`src/rtl/process_scheduler_if.sv`:
```
// rtl/process_scheduler_if.sv - Scheduler <-> processor/boot-logic signal bundle
//
// Purpose: groups every non-clock signal exchanged by process_scheduler with the
// ProgramCounter halt/load path and the boot logic. Suffixes are from the
// scheduler's point of view (_i = into scheduler, _o = out of scheduler).
//
// Modports:
//   master : processor / boot side (drives enable, PC, halt, ready, exit, ack)
//   slave  : process_scheduler
//
// Signals:
//   enable_i       scheduler active; low = single-task mode
//   current_pc_i   ProgramCounter output
//   halted_i       processor halted (I/O wait) this cycle
//   proc_ready_i   bitmap of slots holding a loaded program
//   proc_exit_i    one-cycle pulse: running process finished
//   preempt_ack_i  processor stopped at an instruction boundary
//   preempt_req_o  stop request to PC halt path
//   load_pc_o      one-cycle pulse: PC <= new_pc_o
//   new_pc_o       PC to load, valid while load_pc_o
//   pid_o          running process id
//   idle_o         no live process / scheduler inactive
interface process_scheduler_if #(
  parameter int NPROC = 4,
  parameter int PID_W = 2
);
  logic             enable_i;
  logic [31:0]      current_pc_i;
  logic             halted_i;
  logic [NPROC-1:0] proc_ready_i;
  logic             proc_exit_i;
  logic             preempt_ack_i;
  logic             preempt_req_o;
  logic             load_pc_o;
  logic [31:0]      new_pc_o;
  logic [PID_W-1:0] pid_o;
  logic             idle_o;

  modport master (
    output enable_i, current_pc_i, halted_i, proc_ready_i, proc_exit_i, preempt_ack_i,
    input  preempt_req_o, load_pc_o, new_pc_o, pid_o, idle_o
  );

  modport slave (
    input  enable_i, current_pc_i, halted_i, proc_ready_i, proc_exit_i, preempt_ack_i,
    output preempt_req_o, load_pc_o, new_pc_o, pid_o, idle_o
  );
endinterface

```
`src/rtl/process_scheduler.sv`:
```
// rtl/process_scheduler.sv - Round-robin quantum scheduler with per-process saved-PC table
//
// Purpose: counts the running process's time slice; on expiry or exit it asks
// the processor to stop at an instruction boundary, saves the stopped PC,
// picks the next live slot round-robin and pulses a PC load with that slot's
// saved PC. All outputs are registered.
//
// Ports:
//   clk_i   system clock, rising edge
//   rst_ni  asynchronous active-low reset
//   bus     process_scheduler_if.slave (see interface file for signal list)
//
// Optional feature: define SCHED_HALT_PREEMPT_EN to make Halted=1 in RUN yield
// the processor at once (PC saved, not marked exited). Without it Halted only
// freezes the quantum counter.
module process_scheduler #(
  parameter int          NPROC   = 4,
  parameter int          PID_W   = 2,
  parameter int          QUANTUM = 16,
  parameter logic [31:0] STRIDE  = 32'd1024
) (
  input  logic               clk_i,
  input  logic               rst_ni,
  process_scheduler_if.slave bus
);

  typedef enum logic [2:0] {
    S_IDLE,
    S_RUN,
    S_DRAIN,
    S_SAVE,
    S_SELECT,
    S_LOAD
  } state_t;

  state_t           state_q, state_d;
  logic [PID_W-1:0] pid_q, pid_d;
  logic [7:0]       cnt_q, cnt_d;
  logic [NPROC-1:0] exited_q, exited_d;
  logic             exit_cause_q, exit_cause_d;
  logic [31:0]      pc_table_q [NPROC];
  logic             save_en;
  logic [31:0]      new_pc_q, new_pc_d;
  logic             preempt_req_q, preempt_req_d;
  logic             load_pc_q, load_pc_d;
  logic             idle_q, idle_d;

  logic [NPROC-1:0] live;
  logic             sel_found;
  logic [PID_W-1:0] sel_pid;
  logic [PID_W-1:0] probe;
  logic             expire;

  assign live = bus.proc_ready_i & ~exited_q;

  // Round-robin search starting after the current PID; the last probe wraps
  // (PID_W-bit truncation) back onto the current PID itself.
  always_comb begin
    sel_found = 1'b0;
    sel_pid   = pid_q;
    probe     = pid_q;
    for (int k = 1; k <= NPROC; k++) begin
      probe = pid_q + PID_W'(k);
      if (!sel_found && live[probe]) begin
        sel_found = 1'b1;
        sel_pid   = probe;
      end
    end
  end

`ifdef SCHED_HALT_PREEMPT_EN
  assign expire = bus.proc_exit_i | bus.halted_i | (cnt_q == 8'd0);
`else
  assign expire = bus.proc_exit_i | (!bus.halted_i && (cnt_q == 8'd0));
`endif

  always_comb begin
    state_d      = state_q;
    pid_d        = pid_q;
    cnt_d        = cnt_q;
    exited_d     = exited_q;
    exit_cause_d = exit_cause_q;
    new_pc_d     = new_pc_q;
    save_en      = 1'b0;

    case (state_q)
      S_IDLE: begin
        if (bus.enable_i && (live != '0)) state_d = S_SELECT;
      end
      S_RUN: begin
        if (!bus.enable_i) begin
          state_d = S_IDLE;
        end else begin
          if (!bus.halted_i && (cnt_q != 8'd0)) cnt_d = cnt_q - 8'd1;
          if (expire) begin
            state_d      = S_DRAIN;
            // Exit wins over a simultaneous quantum/halt expiry.
            exit_cause_d = bus.proc_exit_i;
          end
        end
      end
      S_DRAIN: begin
        if (bus.preempt_ack_i) state_d = S_SAVE;
      end
      S_SAVE: begin
        if (exit_cause_q) exited_d[pid_q] = 1'b1;
        else              save_en         = 1'b1;
        state_d = S_SELECT;
      end
      S_SELECT: begin
        if (sel_found) begin
          state_d  = S_LOAD;
          pid_d    = sel_pid;
          new_pc_d = pc_table_q[sel_pid];
        end else begin
          state_d = S_IDLE;
        end
      end
      S_LOAD: begin
        cnt_d   = 8'(QUANTUM - 1);
        state_d = S_RUN;
      end
      default: state_d = S_IDLE;
    endcase

    // Outputs are registered, so they are derived from the state being entered.
    preempt_req_d = (state_d == S_DRAIN) || (state_d == S_SAVE) ||
                    (state_d == S_SELECT) || (state_d == S_LOAD);
    load_pc_d     = (state_d == S_LOAD);
    idle_d        = (state_d == S_IDLE);
  end

  always_ff @(posedge clk_i or negedge rst_ni) begin
    if (!rst_ni) begin
      state_q       <= S_IDLE;
      pid_q         <= PID_W'(NPROC - 1);
      cnt_q         <= 8'd0;
      exited_q      <= '0;
      exit_cause_q  <= 1'b0;
      new_pc_q      <= 32'd0;
      preempt_req_q <= 1'b0;
      load_pc_q     <= 1'b0;
      idle_q        <= 1'b1;
      for (int i = 0; i < NPROC; i++) begin
        pc_table_q[i] <= 32'(i) * STRIDE;
      end
    end else begin
      state_q       <= state_d;
      pid_q         <= pid_d;
      cnt_q         <= cnt_d;
      exited_q      <= exited_d;
      exit_cause_q  <= exit_cause_d;
      new_pc_q      <= new_pc_d;
      preempt_req_q <= preempt_req_d;
      load_pc_q     <= load_pc_d;
      idle_q        <= idle_d;
      if (save_en) pc_table_q[pid_q] <= bus.current_pc_i;
    end
  end

  assign bus.preempt_req_o = preempt_req_q;
  assign bus.load_pc_o     = load_pc_q;
  assign bus.new_pc_o      = new_pc_q;
  assign bus.pid_o         = pid_q;
  assign bus.idle_o        = idle_q;

endmodule

```
`src/flat_wrapper.sv`:
```
// flat-port wrapper written by rule: the top's interface ports become plain ports
module process_scheduler_flat 
#(
  parameter int          NPROC   = 4,
  parameter int          PID_W   = 2,
  parameter int          QUANTUM = 16,
  parameter logic [31:0] STRIDE  = 32'd1024
)
  (clk_i, rst_ni, bus_enable_i, bus_current_pc_i, bus_halted_i, bus_proc_ready_i, bus_proc_exit_i, bus_preempt_ack_i, bus_preempt_req_o, bus_load_pc_o, bus_new_pc_o, bus_pid_o, bus_idle_o);
  process_scheduler_if #(.NPROC(NPROC), .PID_W(PID_W)) bus_i ();
  input  logic clk_i;
  input  logic rst_ni;
  input wire logic [$bits(bus_i.enable_i)-1:0] bus_enable_i;
  input wire logic [$bits(bus_i.current_pc_i)-1:0] bus_current_pc_i;
  input wire logic [$bits(bus_i.halted_i)-1:0] bus_halted_i;
  input wire logic [$bits(bus_i.proc_ready_i)-1:0] bus_proc_ready_i;
  input wire logic [$bits(bus_i.proc_exit_i)-1:0] bus_proc_exit_i;
  input wire logic [$bits(bus_i.preempt_ack_i)-1:0] bus_preempt_ack_i;
  output wire logic [$bits(bus_i.preempt_req_o)-1:0] bus_preempt_req_o;
  output wire logic [$bits(bus_i.load_pc_o)-1:0] bus_load_pc_o;
  output wire logic [$bits(bus_i.new_pc_o)-1:0] bus_new_pc_o;
  output wire logic [$bits(bus_i.pid_o)-1:0] bus_pid_o;
  output wire logic [$bits(bus_i.idle_o)-1:0] bus_idle_o;
  assign bus_i.enable_i = bus_enable_i;
  assign bus_i.current_pc_i = bus_current_pc_i;
  assign bus_i.halted_i = bus_halted_i;
  assign bus_i.proc_ready_i = bus_proc_ready_i;
  assign bus_i.proc_exit_i = bus_proc_exit_i;
  assign bus_i.preempt_ack_i = bus_preempt_ack_i;
  assign bus_preempt_req_o = bus_i.preempt_req_o;
  assign bus_load_pc_o = bus_i.load_pc_o;
  assign bus_new_pc_o = bus_i.new_pc_o;
  assign bus_pid_o = bus_i.pid_o;
  assign bus_idle_o = bus_i.idle_o;
  process_scheduler #(.NPROC(NPROC), .PID_W(PID_W), .QUANTUM(QUANTUM), .STRIDE(STRIDE)) u_core (.clk_i(clk_i), .rst_ni(rst_ni), .bus(bus_i));
endmodule
```
`config.mk`:
```
export PLATFORM = sky130hd
export DESIGN_NAME = process_scheduler_flat
export DESIGN_NICKNAME = d
export VERILOG_FILES = /design/src/rtl/process_scheduler_if.sv /design/src/rtl/process_scheduler.sv /design/src/flat_wrapper.sv
export SDC_FILE = /design/constraint.sdc
export NUM_CORES = 1
export LEC_CHECK = 0
export CORE_ASPECT_RATIO = 0.75
export CORE_MARGIN = 4
export CORE_UTILIZATION = 30
export CTS_CLUSTER_SIZE = 30
export DETAILED_ROUTE_END_ITERATION = 10
export PLACE_DENSITY = 0.47
export SYNTH_ARGS = -nofsm -noshare
export SYNTH_HDL_FRONTEND = slang
export SYNTH_SLANG_ARGS = --single-unit
```
`constraint.sdc`:
```
create_clock -name clk_i -period 3.2 [get_ports clk_i]
set_input_delay 0.64 -clock clk_i [delete_from_list [all_inputs] [get_ports clk_i]]
set_output_delay 0.64 -clock clk_i [all_outputs]
set_load 0.01 [all_outputs]
```
======== After elaboration in Yosys (flattened, before gate mapping) ========
Cells that the tools add are included.
word-level totals
  flip-flop bits (word level) ............. 181
  bits of input ports ..................... 42
cells by class
  add/subtract/negate cells ............... 4
  order comparisons ....................... 8
  equality and inequality tests ........... 11
  multiplexer cells ....................... 35
  bitwise operators ....................... 6
  reduce and logical (&&, ||, !) cells .... 25
operators with widths
  kind                   number
  $bwmux W128            1
  $mux W32               3
  $bmux W32 S2           1
  $demux W32 S2          1
  $pmux W3 S6            1
  $mux W8                2
  $pmux W8 S2            1
  $mux W3                5
  $eq A3 B2 Y1 const B   4
  $eq A3 B3 Y1 const B   4
  $lt A2 B3 Y1 const B   4
  $mux W1                11
  $bmux W1 S2            4
  $logic_and A1 B1 Y1    8
  $logic_not A8 Y1       1
  $mux W2                4
  $reduce_bool A8 Y1     1
  $sub A8 B1 Y8 const B  1
  $ge A3 B3 Y1 const B   2
  $logic_not A3 Y1       2
  $not A2 Y3             2
  $reduce_and A3 Y1      2
  $add A2 B2 Y2 const B  2
  $and A4 B4 Y4          1
  15 further kinds       21

======== Longest topological paths before layout ========
  depth after elaboration ................. 20
  depth in mapped cells ................... 9
  depth with buffers taken out ............ 8

======== Least setup slack after synthesis ========
OpenSTA, ideal clock, no wires.
  path kind ............................... register to register
  from .................................... reg u_core.pid_q[1], in the netlist u_core.bus.pid_o[1]
  to ...................................... reg u_core.new_pc_q[10], in the netlist u_core.bus.new_pc_o[10]
  arrival ................................. 2.757 ns
  data required time ...................... 3.075 ns
  path slack .............................. 0.318 ns
  cell stages (with the launch flop) ...... 9
  buffers on the path ..................... 1
  period minus slack after synthesis ...... 2.882 ns
  path through ............................ dfstp_2 inv_1 ha_1 a211o_2 o311ai_1 o2bb2ai_2 buf_6 mux4_2 mux2_4
between the ends
  word-level cells in the longest chain between the ends .. 17
  elaborated cells between the ends (all ways) .. 30
  classes of those cells .................. add/sub: 3; mux: 19; bitwise: 1; reduce/logical: 7
RTL lines
  element                                      line                      source
  from (decl)                                  process_scheduler.sv:37   logic [PID_W-1:0] pid_q, pid_d;
  from (signal assigned)                       process_scheduler.sv:136  pid_q <= PID_W'(NPROC - 1);
  from (signal assigned)                       process_scheduler.sv:149  pid_q <= pid_d;
  $add A2 B1 Y2                                process_scheduler.sv:63   probe = pid_q + PID_W'(k);
  $bmux W1 S2                                  process_scheduler.sv:64   if (!sel_found && live[probe]) begin
  $mux W1 (implied by the code)                process_scheduler.sv:64
  $mux W1                                      process_scheduler.sv:64
  $logic_not A1 Y1                             process_scheduler.sv:64
  $logic_and A1 B1 Y1                          process_scheduler.sv:64
  $mux W1                                      process_scheduler.sv:64
  $logic_not A1 Y1                             process_scheduler.sv:64
  $logic_and A1 B1 Y1                          process_scheduler.sv:64
  $mux W1                                      process_scheduler.sv:64
  $logic_not A1 Y1                             process_scheduler.sv:64
  $logic_and A1 B1 Y1                          process_scheduler.sv:64
  $mux W2                                      process_scheduler.sv:64
  $not A2 Y3 (implied by the code)             process_scheduler.sv:114  new_pc_d = pc_table_q[sel_pid];
  $bmux W32 S2                                 process_scheduler.sv:114
  $mux W32 (implied by the code) (2 in a row)  process_scheduler.sv:114
  to (signal assigned)                         process_scheduler.sv:153  new_pc_q <= new_pc_d;
  to (decl)                                    process_scheduler.sv:43   logic [31:0] new_pc_q, new_pc_d;
Several ways; a longest one is shown, not always the timed one. The select of a mux whose other input is x is not followed.
A chain may end at the register's enable or synchronous reset.

======== Worst setup path after layout ========
  from .................................... reg u_core.pid_q[0], in the netlist u_core.bus.pid_o[0]
  to ...................................... reg u_core.new_pc_q[1], in the netlist u_core.bus.new_pc_o[1]
Same word-level chain as after synthesis.

==> flow_metrics.env <==
export IMPL_hold_viol_final=0
export IMPL_die_w_microns=197
export IMPL_async_flop_share=1.00
export IMPL_rsz0062_at_grt="no"
export IMPL_finalCritPeriodShare=0.918
export IMPL_core_sq_um=26200
export IMPL_met3_length_microns=612
export IMPL_top_layer_used="met4"
export IMPL_synthToLayoutAreaGrowth_pct=24.2
export IMPL_cts_sinks=181
export IMPL_fin_setup_tns_ns=0
export IMPL_diodes=0
export IMPL_setup_ws_ns=0.264
export IMPL_synth_seq_cells=181
export IMPL_dr_wl_met2_microns=8640
export IMPL_slew_violations=0
export IMPL_yosys_warnings=0
export IMPL_drcViolationCount=0
export IMPL_synth_nets=555
export IMPL_drive_gt1_frac=0.433
export IMPL_wirelength_met1_microns=8830
export IMPL_p_leak_nw=4.17
export IMPL_maxCapViolations=0
export IMPL_place_congestion=0.753
export IMPL_grt_pass1_vias=5218
export IMPL_synth_seq_area_share=0.564
export IMPL_dp_slack_ns=0.0142
export IMPL_clkTransAtPathRegs_ns=0.07
export IMPL_end_kind="flip-flop"
export IMPL_start_util=0.308
export IMPL_cts_tree="done"
export IMPL_worst_pin_slew_ns=0.675
export IMPL_cts_setup_buffers=0
export IMPL_start_kind="flip-flop"
export IMPL_instances_no_fill=958
export IMPL_synthFlopType="dfrtp_1"
export IMPL_cts_repair_resize_count=0
export IMPL_fin_nets=649
export IMPL_ant_nets=0
export IMPL_synth_area_leaders="dfrtp_1, mux2_2, mux4_2, mux2_4, dfstp_2"
export IMPL_fin_skew_ns=0.0101
export IMPL_netSwitchingPower_w=0.00348
export IMPL_final_seq_area_sq_um=4540
export IMPL_whs_ns=0.235
export IMPL_filler_cell_count=2456
export IMPL_cts_inserted_buffers=17
export IMPL_cp_arrival_ns=3.26
export IMPL_synth_enable_flop_cells=0
export IMPL_syn_area_sq_um=8050
export IMPL_synth_cells=507
export IMPL_fmax_mhz=341
export IMPL_overflow=0
export IMPL_cts_htree_levels=4
export IMPL_relSlewSlack=0.550
export IMPL_hp_class="input port to async pin"
export IMPL_yosysTopAreaCellShare=0.541
export IMPL_wire_per_inst_microns=19.1
export IMPL_cp_max_fo=14
export IMPL_required_ns=3.52
export IMPL_cts_buffer_depth=2
export IMPL_finalCriticalPeriod_ns=2.94
export IMPL_grt_pass1_wl_microns=30100
export IMPL_dr_first_iter_drc_count=180
export IMPL_cts_root_buf="clkbuf_16"
export IMPL_drt_first_pass_iters=4
export IMPL_postSynthAreaPerCell_sq_um=15.9
export IMPL_status="finished clean"
export IMPL_multi_input_area_sq_um=3380
export IMPL_dp_cells=926
export IMPL_die_area_sq_um=29600
export IMPL_vias=4524
export IMPL_die_h_microns=150
export IMPL_avgViaCountPerCell=4.72
export IMPL_finalPower_w=0.0112
export IMPL_antenna_found_initial=0
export IMPL_synth_common_cells="dfrtp_1, mux2_2, mux4_2, mux2_4, nand2_1"
export IMPL_power_frac_comb=0.463
export IMPL_rows=51
export IMPL_io_pins=79
export IMPL_p_seq_frac=0.343
export IMPL_path_class="flip-flop to flip-flop"
export IMPL_ir_drop_mv=0.621
export IMPL_swShare=0.312
export IMPL_ctsHoldBuffers=0
export IMPL_drt_wl_total_microns=18300
export IMPL_synth_cell_types=49
export IMPL_hpwlAfterDp_microns=12000
export IMPL_p_per_area_nw_per_um2=1120
export IMPL_gr_usage_all_layers=0.132
export IMPL_grt_max_degree=80
export IMPL_synth_area_leader_cell="dfrtp_1"
export IMPL_setup_viol=0
export IMPL_port_buffers=78
export IMPL_power_internal_w=0.00769
export IMPL_clock_latency_ns=0.43
export IMPL_post_synth_top_count_cell="dfrtp_1"
export IMPL_clkPwrFrac=0.194
==> kinds of logic after synthesis <==
kind of cell / count (synthesis) / synth area share
flip-flops: 181 / 0.564
AND/OR/NAND/NOR: 63 / 0.0406
adder cells (fa/ha/maj): 6 / 0.00932
multiplexers: 194 / 0.331
XOR/XNOR: 7 / 0.00855
buffers and inverters: 29 / 0.0205
AO/OA/AOI/OAI: 27 / 0.0263
==> power by group through the flow <==
stage	combinational (W)	clock [W]	sequential (W)
2_1_floorplan	0.00357	0	0.00383
3_3_place_gp	0.00517	0	0.00383
3_5_place_dp	0.00527	0	0.00388
4_1_cts	0.00528	0.00224	0.00384
5_1_grt	0.00560	0.00235	0.00396
6_report	0.00516	0.00217	0.00383
==> cell type report <==
type | count | share of cell area
inverter | 7 | 0.00263
sequential | 181 | 0.454
clock inverter | 12 | 0.0144
clock buffer | 20 | 0.0467
multi-input combinational | 297 | 0.338
timing repair buffer | 97 | 0.101
tap | 344 | 0.0430
==> placed cells by master (no fill, tap or decap), types with 12 or more instances in the layout <==
master,Yosys,routed
mux2_4,27,27
mux4_2,28,28
clkbuf_16,0,17
nor2_1,12,12
mux2_2,133,133
clkdlybuf4s50_1,0,77
buf_4,0,12
nand2_1,22,18
dfrtp_1,174,174
==> sequential cells by signal, indices dropped and copies added, names as in the netlist <==
| register | cells |
|---|---|
| u_core.pc_table_q | 128 |
| u_core.bus.new_pc_o | 32 |
| u_core.cnt_q | 8 |
| u_core.exited_q | 4 |
| u_core.state_q | 3 |
| u_core.bus.pid_o | 2 |
| u_core.bus.idle_o | 1 |
| u_core.bus.load_pc_o | 1 |
| u_core.bus.preempt_req_o | 1 |
| u_core.exit_cause_q | 1 |
==> final timing paths <==
| check | depth (start not counted) | slack (ns) | start | end |
|---|---|---|---|---|
| worst max-delay path | 8 | 0.26 | u_core.bus.pid_o[0] | u_core.bus.new_pc_o[1] |
| worst min-delay path | 1 | 0.23 | rst_ni | u_core.bus.preempt_req_o |
| worst max register to register | 8 | 0.26 | u_core.bus.pid_o[0] | u_core.bus.new_pc_o[1] |
| worst min register to register | 1 | 0.46 | u_core.exited_q[0] | u_core.exited_q[0] |
| max in group asynchronous | 2 | 2.12 | rst_ni | u_core.pc_table_q[101] |
| min in group clk_i | 1 | 0.46 | u_core.exited_q[0] | u_core.exited_q[0] |
==> critical path, cell delays in order, from the launching register on <==
cell	delay, ns
dfstp_2	0.53
inv_1	0.11
ha_1	0.36
a211o_2	0.36
o311ai_1	0.15
o2bb2ai_4	0.25
buf_12	0.23
mux4_1	0.56
mux2_2	0.27
==> routing by layer <==
layer  global-route usage  vias up
met1                0.182     2387
li1                     -     2059
met5                    0        -
met4               0.0419        0
met2                0.208       63
met3               0.0326       15
==> metrics by stage <==
| step | instance area, sq um | utilization |
|---|---|---|
| 2_1_floorplan | 8050 | - |
| 4_1_cts | 10000 | 0.382 |
| 3_5_place_dp | 9390 | 0.359 |
| 6_report | 10000 | 0.382 |
| 5_1_grt | 10000 | 0.382 |
| 3_3_place_gp | 9390 | 0.359 |
Power figures use the tool's default switching activity.
